==> src/rtl/alu_control_unit_pkg.sv <==
// Shared types and constants for the hardwired control sequencer: state encoding,
// opcode values, IR field positions and the opcode-to-instruction-class decode.
package cu_pkg;

  typedef enum logic [3:0] {
    S_IDLE, S_T0, S_T1, S_T2, S_T3, S_T4, S_T5, S_T6, S_HALT
  } state_t;

  typedef enum logic [2:0] {
    CL_NOP, CL_HALT, CL_BIN, CL_MULDIV, CL_UNARY
  } op_class_t;

  localparam logic [4:0] OP_ADD  = 5'b00011;
  localparam logic [4:0] OP_SUB  = 5'b00100;
  localparam logic [4:0] OP_AND  = 5'b00101;
  localparam logic [4:0] OP_OR   = 5'b00110;
  localparam logic [4:0] OP_SHR  = 5'b00111;
  localparam logic [4:0] OP_SHRA = 5'b01000;
  localparam logic [4:0] OP_SHL  = 5'b01001;
  localparam logic [4:0] OP_ROR  = 5'b01010;
  localparam logic [4:0] OP_ROL  = 5'b01011;
  localparam logic [4:0] OP_MUL  = 5'b01110;
  localparam logic [4:0] OP_DIV  = 5'b01111;
  localparam logic [4:0] OP_NEG  = 5'b10000;
  localparam logic [4:0] OP_NOT  = 5'b10001;
  localparam logic [4:0] OP_NOP  = 5'b11010;
  localparam logic [4:0] OP_HALT = 5'b11011;

  localparam int OPC_HI = 31;
  localparam int OPC_LO = 27;
  localparam int RA_HI  = 26;
  localparam int RA_LO  = 23;
  localparam int RB_HI  = 22;
  localparam int RB_LO  = 19;
  localparam int RC_HI  = 18;
  localparam int RC_LO  = 15;

  // Anything not recognised executes as a nop.
  function automatic op_class_t op_class(input logic [4:0] opc);
    case (opc)
      OP_ADD, OP_SUB, OP_AND, OP_OR, OP_SHR, OP_SHRA,
      OP_SHL, OP_ROR, OP_ROL:  return CL_BIN;
      OP_MUL, OP_DIV:          return CL_MULDIV;
      OP_NEG, OP_NOT:          return CL_UNARY;
      OP_HALT:                 return CL_HALT;
      default:                 return CL_NOP;
    endcase
  endfunction

endpackage

==> src/rtl/alu_control_unit_sel_encode.sv <==
// Picks Ra/Rb/Rc from the IR and decodes it to one-hot register in/out strobes.
module sel_encode
  import cu_pkg::*;
#(
  parameter int NUM_REGS = 16
) (
  input  logic [RA_HI:RC_LO]   ir,
  input  logic                 gra,
  input  logic                 grb,
  input  logic                 grc,
  input  logic                 rin,
  input  logic                 rout,
  output logic [NUM_REGS-1:0]  reg_in,
  output logic [NUM_REGS-1:0]  reg_out
);

  logic [3:0]          fld;
  logic [NUM_REGS-1:0] dec;

  always_comb begin
    fld = '0;
    if (gra)      fld = ir[RA_HI:RA_LO];
    else if (grb) fld = ir[RB_HI:RB_LO];
    else if (grc) fld = ir[RC_HI:RC_LO];
    for (int i = 0; i < NUM_REGS; i++)
      dec[i] = (gra | grb | grc) && (fld == 4'(i));
  end

  assign reg_in  = rin  ? dec : '0;
  assign reg_out = rout ? dec : '0;

endmodule

==> src/rtl/alu_control_unit.sv <==
// Moore fetch/execute sequencer driving the DataPath strobes.
// Optional MEM_WAIT_EN adds mem_rdy, which stretches T1 until memory answers.
module alu_control_unit
  import cu_pkg::*;
#(
  parameter int NUM_REGS = 16,
  parameter int OPC_W    = 5
) (
  input  logic                clock,
  input  logic                clear,
  input  logic                start,
  input  logic [31:0]         ir,
`ifdef MEM_WAIT_EN
  input  logic                mem_rdy,
`endif
  output logic                PCout,
  output logic                MARin,
  output logic                IncPC,
  output logic                PCin,
  output logic                Read,
  output logic                MDRin,
  output logic                MDRout,
  output logic                IRin,
  output logic                Yin,
  output logic                Zin,
  output logic                Zlowout,
  output logic                Zhighout,
  output logic                HIin,
  output logic                LOin,
  output logic [4:0]          alu_op,
  output logic [NUM_REGS-1:0] reg_in,
  output logic [NUM_REGS-1:0] reg_out,
  output logic                run,
  output logic                instr_done,
  output logic                halted
);

  state_t     state, state_nxt;
  op_class_t  cls;
  logic [4:0] opc;
  logic       gra, grb, grc, rin, rout;
  logic       t1_go;

  assign opc = 5'(ir[OPC_HI -: OPC_W]);
  assign cls = op_class(opc);

`ifdef MEM_WAIT_EN
  assign t1_go = mem_rdy;
`else
  assign t1_go = 1'b1;
`endif

  always_ff @(posedge clock) begin
    if (clear) state <= S_IDLE;
    else       state <= state_nxt;
  end

  always_comb begin
    state_nxt = state;
    case (state)
      S_IDLE: if (start) state_nxt = S_T0;
      S_T0:   state_nxt = S_T1;
      S_T1:   if (t1_go) state_nxt = S_T2;
      S_T2:   case (cls)
                CL_NOP:  state_nxt = S_T0;
                CL_HALT: state_nxt = S_HALT;
                default: state_nxt = S_T3;
              endcase
      S_T3:   state_nxt = S_T4;
      S_T4:   if (cls == CL_UNARY) state_nxt = start ? S_T0 : S_IDLE;
              else                 state_nxt = S_T5;
      S_T5:   if (cls == CL_MULDIV) state_nxt = S_T6;
              else                  state_nxt = start ? S_T0 : S_IDLE;
      S_T6:   state_nxt = start ? S_T0 : S_IDLE;
      S_HALT: state_nxt = S_HALT;
      default: state_nxt = S_IDLE;
    endcase
  end

  always_comb begin
    {PCout, MARin, IncPC, PCin, Read, MDRin, MDRout, IRin} = '0;
    {Yin, Zin, Zlowout, Zhighout, HIin, LOin}              = '0;
    {gra, grb, grc, rin, rout}                             = '0;
    alu_op     = '0;
    instr_done = 1'b0;
    run        = (state >= S_T0) && (state <= S_T6);
    halted     = (state == S_HALT);
    case (state)
      S_T0: {PCout, MARin, IncPC, Zin} = '1;
      S_T1: {Zlowout, PCin, Read, MDRin} = '1;
      S_T2: begin
        {MDRout, IRin} = '1;
        instr_done = (cls == CL_NOP);
      end
      S_T3: case (cls)
        CL_BIN:    begin grb = 1'b1; rout = 1'b1; Yin = 1'b1; end
        CL_MULDIV: begin gra = 1'b1; rout = 1'b1; Yin = 1'b1; end
        CL_UNARY:  begin grb = 1'b1; rout = 1'b1; Zin = 1'b1; alu_op = opc; end
        default:   ;
      endcase
      S_T4: case (cls)
        CL_BIN:    begin grc = 1'b1; rout = 1'b1; Zin = 1'b1; alu_op = opc; end
        CL_MULDIV: begin grb = 1'b1; rout = 1'b1; Zin = 1'b1; alu_op = opc; end
        CL_UNARY:  begin Zlowout = 1'b1; gra = 1'b1; rin = 1'b1; instr_done = 1'b1; end
        default:   ;
      endcase
      S_T5: case (cls)
        CL_BIN:    begin Zlowout = 1'b1; gra = 1'b1; rin = 1'b1; instr_done = 1'b1; end
        CL_MULDIV: begin Zlowout = 1'b1; LOin = 1'b1; end
        default:   ;
      endcase
      S_T6: if (cls == CL_MULDIV) begin
        Zhighout = 1'b1; HIin = 1'b1; instr_done = 1'b1;
      end
      default: ;
    endcase
  end

  sel_encode #(.NUM_REGS(NUM_REGS)) u_sel (
    .ir      (ir[RA_HI:RC_LO]),
    .gra     (gra),
    .grb     (grb),
    .grc     (grc),
    .rin     (rin),
    .rout    (rout),
    .reg_in  (reg_in),
    .reg_out (reg_out)
  );

endmodule

==> config.mk <==
export PLATFORM = sky130hd
export DESIGN_NAME = alu_control_unit
export DESIGN_NICKNAME = d
export VERILOG_FILES = /design/src/rtl/alu_control_unit_pkg.sv /design/src/rtl/alu_control_unit_sel_encode.sv /design/src/rtl/alu_control_unit.sv
export SDC_FILE = /design/constraint.sdc
export NUM_CORES = 1
export LEC_CHECK = 0
export ABC_AREA = 1
export CELL_PAD_IN_SITES_DETAIL_PLACEMENT = 0
export CELL_PAD_IN_SITES_GLOBAL_PLACEMENT = 2
export CORE_MARGIN = 8
export CORE_UTILIZATION = 12
export DETAILED_ROUTE_END_ITERATION = 10
export GPL_TIMING_DRIVEN = 0
export PLACE_DENSITY = 0.76
export REMOVE_ABC_BUFFERS = 1
export SLEW_MARGIN = 40
export SYNTH_ARGS = -nofsm -noshare
export SYNTH_HDL_FRONTEND = slang
export SYNTH_SLANG_ARGS = --single-unit
==> constraint.sdc <==
create_clock -name clock -period 1.6 [get_ports clock]
set_clock_uncertainty 0.1 [all_clocks]
set_input_delay 0.24 -clock clock [delete_from_list [all_inputs] [get_ports clock]]
set_output_delay 0.24 -clock clock [all_outputs]
set_load 0.01 [all_outputs]
# [After elaboration in Yosys (flattened, before gate mapping)]
# Memories as Yosys holds them, arrays and structs flattened.
# Index checks and enable logic that the tools add are counted.
[classes] muxes=34 reduce_logical=23 n_eq_ne=28 bitwise_logic=2 magnitude_cmp=2
[ops] cell="equality test 4 bit (second input constant)" n=9
[ops] cell="case mux 4 bit (9 select lines)" n=1
[ops] cell="equality test 4 x 3 -> 1 bit (second input constant)" n=8
[ops] cell="2-to-1 mux 16 bit" n=2
[ops] cell="logical AND 1 bit" n=17
[ops] cell="equality test 4 x 2 -> 1 bit (second input constant)" n=4
[ops] cell="2-to-1 mux 4 bit" n=4
[ops] cell="2-to-1 mux 1 bit" n=14
[ops] cell="2-to-1 mux 5 bit" n=2
[ops] cell="case mux 5 bit (2 select lines)" n=1
[ops] cell="case mux 1 bit (3 select lines)" n=3
[ops] cell="equality test 4 x 1 -> 1 bit (second input constant)" n=2
[ops] cell="zero test 4 bit" n=2
[ops] cell="case mux 4 bit (2 select lines)" n=1
[ops] cell="equality test 3 x 2 -> 1 bit (second input constant)" n=2
[ops] cell="2-to-1 mux 3 bit" n=2
[ops] cell="case mux 1 bit (2 select lines)" n=3
[ops] cell="greater-or-equal comparator 4 x 1 -> 1 bit (second input constant)" n=1
[ops] cell="<= comparator 4 x 3 -> 1 bit (second input constant)" n=1
[ops] cell="case mux 1 bit (4 select lines)" n=1
[ops] cell="OR reduction 2 bit" n=2
[ops] cell="equality test 3 x 1 -> 1 bit (second input constant)" n=1
[ops] cell="equality test 3 bit (second input constant)" n=1
[ops] cell="zero test 3 bit" n=1
[ops] cell="other kinds (3)" n=4
[word_totals] elab_cells=91 out_inout_bits=54 mem_count=1 romBits=96 ff_bits=4
[memory_table] memory="(name not given)" depth=32 word_bits=3 read_ports=1 rd_ports_with_merged_regs=0 write_ports=0 line_no="alu_control_unit_pkg.sv:40" source="case (opc)"

# [Depth between registers and ports, before layout]
# An unclocked memory read counts as a cell.
[logic_depth] word_depth=10 depth_mapped=14

# [Cells and area by module]
# From an unflattened synthesis, not the netlist that was laid out.
[unflattened] cells_unflattened=202 area_unflattened_um2=1016.0
[by_module_without_submodules] module="alu_control_unit" cells_per_inst=109 area_each_um2=600.6 seq_area_each_um2=80.1 instances=1
[by_module_without_submodules] module="sel_encode" cells_per_inst=93 area_each_um2=415.4 seq_area_each_um2=0.0 instances=1

# [Worst setup path after synthesis]
# OpenSTA, ideal clock, no wires.
[synth_timing] path_kind="register to output" from="reg state[0]" to="out reg_in[9]" slack_ns=-0.330 t_arrival_ns=1.590 n_path_buf=0 stages_incl_launch_ff=13 path_cell_list="dfxtp_1 -> nor2_4 -> inv_2 -> nor2_8 -> inv_2 -> nor2_2 -> nand2_1 -> nand3_2 -> nand2_1 -> nand3_2 -> nor2b_4 -> nand2_1 -> nor2_1"
[synth_via] elab_chain_cells=8 elab_cells_between_ends=15
[synth_lines] element="from (decl)" line_no="alu_control_unit.sv:38" source="state_t state, state_nxt;"
[synth_lines] element="from (signal assigned)" line_no="alu_control_unit.sv:55" source="else state <= state_nxt;"
[synth_lines] element="equality test 4 x 3 -> 1 bit" line_no="alu_control_unit.sv:88" source="case (state)"
[synth_lines] element="2-to-1 mux 1 bit" line_no="alu_control_unit.sv:88"
[synth_lines] element="2-to-1 mux 4 bit" line_no="alu_control_unit_sel_encode.sv:24" source="else if (grc) fld = ir[RC_HI:RC_LO];"
[synth_lines] element="2-to-1 mux 4 bit" line_no="alu_control_unit_sel_encode.sv:23" source="else if (grb) fld = ir[RB_HI:RB_LO];"
[synth_lines] element="2-to-1 mux 4 bit" line_no="alu_control_unit_sel_encode.sv:22" source="if (gra) fld = ir[RA_HI:RA_LO];"
[synth_lines] element="equality test 4 bit" line_no="alu_control_unit_sel_encode.sv:26" source="dec[i] = (gra | grb | grc) && (fld == 4'(i));"
[synth_lines] element="logical AND 1 bit" line_no="alu_control_unit_sel_encode.sv:26"
[synth_lines] element="2-to-1 mux 16 bit *" line_no="alu_control_unit_sel_encode.sv:29" source="assign reg_in = rin ? dec : '0;"
[synth_lines] element="to (decl)" line_no="alu_control_unit.sv:31" source="output logic [NUM_REGS-1:0] reg_in,"
# Every way passes the cells marked *; elsewhere a longest branch is shown, timed or not.

# [Final worst setup path]
[layout_timing] from="reg state[3]" to="out reg_out[0]"
[layout_via] elab_chain_cells=8 elab_cells_between_ends=15
[layout_lines] element="equality test 4 x 3 -> 1 bit" line_no="alu_control_unit.sv:88"
[layout_lines] element="2-to-1 mux 1 bit" line_no="alu_control_unit.sv:88"
[layout_lines] element="2-to-1 mux 4 bit" line_no="alu_control_unit_sel_encode.sv:24"
[layout_lines] element="2-to-1 mux 4 bit" line_no="alu_control_unit_sel_encode.sv:23"
[layout_lines] element="2-to-1 mux 4 bit" line_no="alu_control_unit_sel_encode.sv:22"
[layout_lines] element="zero test 4 bit" line_no="alu_control_unit_sel_encode.sv:26"
[layout_lines] element="logical AND 1 bit" line_no="alu_control_unit_sel_encode.sv:26"
[layout_lines] element="2-to-1 mux 16 bit *" line_no="alu_control_unit_sel_encode.sv:30" source="assign reg_out = rout ? dec : '0;"
[layout_lines] element="to (decl)" line_no="alu_control_unit.sv:32" source="output logic [NUM_REGS-1:0] reg_out,"
# Marked as above.

==> results.rst <==
.. list-table::
   :header-rows: 1

   * - Metric
     - Value
   * - Initial drt markers
     - 36
   * - Critical path's largest stage delay
     - 0.33 ns
   * - Type of the most critical hold path
     - in -> reg
   * - Run status
     - finished with violations
   * - Predominant post-synthesis flop cell
     - sky130_fd_sc_hd__dfxtp_1
   * - Layout cells sized above 1
     - 63.8%
   * - Maximum level of the CTS H-tree
     - 1
   * - Registers with the most flip-flops
     - state x4
   * - Largest fanout of any net on the critical path
     - 5
   * - Main area contributors after synthesis
     - sky130_fd_sc_hd__nand2_1 21%, sky130_fd_sc_hd__nor2_1 17%, sky130_fd_sc_hd__inv_1 8.3%
   * - Register area share after synthesis
     - 8.02%
   * - Endpoint with the worst hold slack
     - state[0]
   * - Width of the die
     - 107 um
   * - Clock latency of the later-clocked register in the worst-skew pair
     - 0.22 ns
   * - Core Box Area
     - 0.00813 mm2
   * - Actual transition at the worst max-transition pin
     - 0.719 ns
   * - FF-to-FF End
     - state[0]
   * - Remaining number of nets flagged by the antenna check after routing
     - 0
   * - Final wirelength
     - 5.02 mm
   * - Number of buffers inserted during clock tree synthesis
     - 3
   * - Largest net degree at the start of global routing
     - 18
   * - Setup repair after global routing missed its margin
     - true
   * - Biggest area consumer among synthesized cells
     - sky130_fd_sc_hd__nand2_1
   * - Remaining routing DRC violations
     - 0
   * - Total setup violations reported at the end of the flow
     - 49
   * - Placement Rows
     - 33
   * - Critical Path, Cell by Cell
     - inv_2 > nand2_4 > inv_4 > nand3_4 > inv_4 > nand2_4 > nand3_4 > nand2_4 > nand3_4 > nor2_4 > buf_6 > nand2_2 > nor2_2 > buf_2
   * - Number of antenna violations at the first check in global routing
     - 0
   * - CP delay by family, top
     - simple AND/OR/NAND/NOR gates
   * - Leading post-synthesis cells by instance count
     - 56 x sky130_fd_sc_hd__nand2_1, 46 x sky130_fd_sc_hd__nor2_1, 22 x sky130_fd_sc_hd__inv_1
   * - Post-DP HPWL
     - 3.79 mm
   * - Period utilization
     - 146%
   * - Worst slew slack as a fraction of its limit
     - 52.1%
   * - Mapped cell area
     - 998 um2
   * - Placed inst area
     - 0.00181 mm2
   * - Type of the worst setup path
     - reg -> out
   * - LEAKAGE
     - 1.16 nW
   * - #FFs+latches synth
     - 4
   * - Detailed-route via count
     - 1523
   * - Drt pass-1 iters
     - 4
   * - Cell variety after synth
     - 27
   * - Sink Count
     - 4
   * - Top Ports
     - 89
   * - Max-cap violation count
     - 0
   * - Vias in the first global route
     - 1579
   * - Clock tree from TritonCTS
     - yes
   * - Met1 wire length
     - 2.08 mm
   * - Total global routing track utilization
     - 8.08%
   * - Yosys top cell area share
     - 21.1%
   * - Post-synth EDFFs
     - 0
   * - Worst-case register-to-register setup slack
     - 0.06 ns
   * - I/O Buffers
     - 73
   * - Flip-flop count of the largest register after layout
     - 4
   * - Cell count of the worst hold path
     - 2
   * - Total congestion overflow after global routing
     - 0
   * - Post-synthesis average cell area
     - 5.17 um2
   * - Met3 Wirelength
     - 490 um
   * - Met2 Wirelength
     - 2.44 mm
   * - Async set-or-reset flop fraction in the synthesized netlist
     - 0%
   * - Hold Fails Final Rpt
     - 0
   * - Worst reg2reg path depth
     - 10
   * - Area of all placed cells without fillers
     - 0.00224 mm2
   * - Routability-driven placement congestion ratio
     - 0.744
   * - Crit path max-delay cell type
     - sky130_fd_sc_hd__dfxtp_2
   * - Area added between synthesis and finish
     - 124%
   * - Worst hold margin
     - 0.495 ns
   * - Number of buffers on the longest clock path
     - 2
   * - Number of diodes
     - 0
   * - Core Util, Final
     - 27.5%
   * - Die ar.
     - 0.0115 mm2
   * - Final setup margin
     - -0.729 ns
   * - Most common cell in the synthesized netlist
     - sky130_fd_sc_hd__nand2_1
   * - Element type at the critical path end
     - output port
   * - Starting density of the core
     - 12.3%
   * - Power per standard cell area
     - 404 mW/mm2
   * - Clock-pin slew on the worst setup and hold paths
     - 0.03 ns
   * - Number of max-slew violations in the final report
     - 0
   * - Data required time of the critical path
     - 1.26 ns
   * - Violations in the final reports
     - setup timing
   * - Net count, final
     - 324
   * - WL per Instance
     - 12.8 um
   * - Worst hold path startpoint
     - clear
   * - Top reg by flops
     - state
   * - Warnings, synthesis
     - 0
   * - Startpoint type of the worst setup path
     - register
   * - Fin crit period
     - 2.33 ns
   * - Global-route wire length before repair
     - 7.69 mm
   * - Vias per inst
     - 3.89
   * - Max rail drop VDD
     - 0.325 mV
   * - Reg2Reg Launch Point
     - state[3]
   * - Achievable clock frequency
     - 429 MHz
   * - Bufs and invs on worst path
     - 5
   * - CP Data Arrival Time
     - 1.99 ns
   * - Root buffer selected by CTS
     - sky130_fd_sc_hd__clkbuf_8
   * - Uppermost signal routing layer after detailed routing
     - met4
   * - Synthesized instance count
     - 193
   * - DIE HEIGHT
     - 107 um
where the power goes:
part           switching (mW)  leakage [nW]  internal, mW
combinational           0.285          1.11         0.257
sequential             0.0308        0.0350         0.121
clock                  0.0514        0.0216         0.160
total                   0.367          1.16         0.538
metal layers:
| metal | global-route usage, % | up-vias |
|---|---|---|
| li1 | - | 778 |
| met1 | 9.49 | 688 |
| met2 | 14.1 | 55 |
| met3 | 2.58 | 2 |
| met4 | 1.31 | 0 |
| met5 | 0 | - |
final cells by class:
cell class | count | area (um2)
multi-input combinational | 152 | 1120
fill | 918 | 5900
sequential | 4 | 90.1
clock buffer | 3 | 41.3
tap | 105 | 131
inverter | 29 | 133
timing repair buffer | 99 | 722
cells in the final DEF, fill, tap and decap left out, drive strengths merged:
master,n
clkdlybuf4s15,1
dfxtp,4
o21ai,3
nor3,6
nand2,60
o21a,1
inv,27
clkdlybuf4s50,16
a211oi,1
nor4,1
nand3,15
clkinv,1
or3b,1
clkbuf,8
clkinvlp,1
nand4,1
a21oi,7
buf,73
dlygate4sd2,3
nor2,54
nor2b,2
dlymetal6s2s,1
worst max-delay path by stage:
stage                         from         end  slack (ns)  cells after the start
after floorplan           state[0]  instr_done       -0.36                      6
after global placement      ir[30]  reg_out[0]       -1.53                      7
after detailed placement    ir[30]  reg_out[0]       -1.50                     12
after CTS                 state[1]   reg_in[0]       -0.72                     14
after global routing      state[0]   reg_in[6]       -0.84                     14
final                     state[3]  reg_out[0]       -0.73                     14
metrics by stage:
| step | instances | power, mW | TNS (ns) | setup slack, ns |
|---|---|---|---|---|
| final | 392 | 0.905 | -25.62 | -0.729 |
| after global routing | 392 | 0.960 | -30.85 | -0.842 |
| after CTS | 385 | 0.875 | -27.81 | -0.716 |
| after detailed placement | 363 | 0.557 | -62.60 | -1.50 |
| after global placement | 363 | 0.562 | -63.73 | -1.53 |
| after floorplan | 185 | 0.335 | -11.60 | -0.363 |
what timing repair did:
action,in CTS,in global routing
setup buffers,19,7
resized for setup,287,47
hold buffers,0,0
pin swaps,35,23
endpoints found under the setup margin,58,56
endpoints found under the hold margin,0,0
cells by family (layout without fill, tap and decap cells):
| kind of cell | Yosys count | count (layout) | synth area share [%] |
|---|---|---|---|
| flip-flops | 4 | 4 | 8.02 |
| buffers and inverters | 37 | 131 | 16.2 |
| AND/OR/NAND/NOR | 140 | 140 | 68.9 |
| AO/OA/AOI/OAI | 12 | 12 | 6.89 |
(Power assumes the default switching activity.)
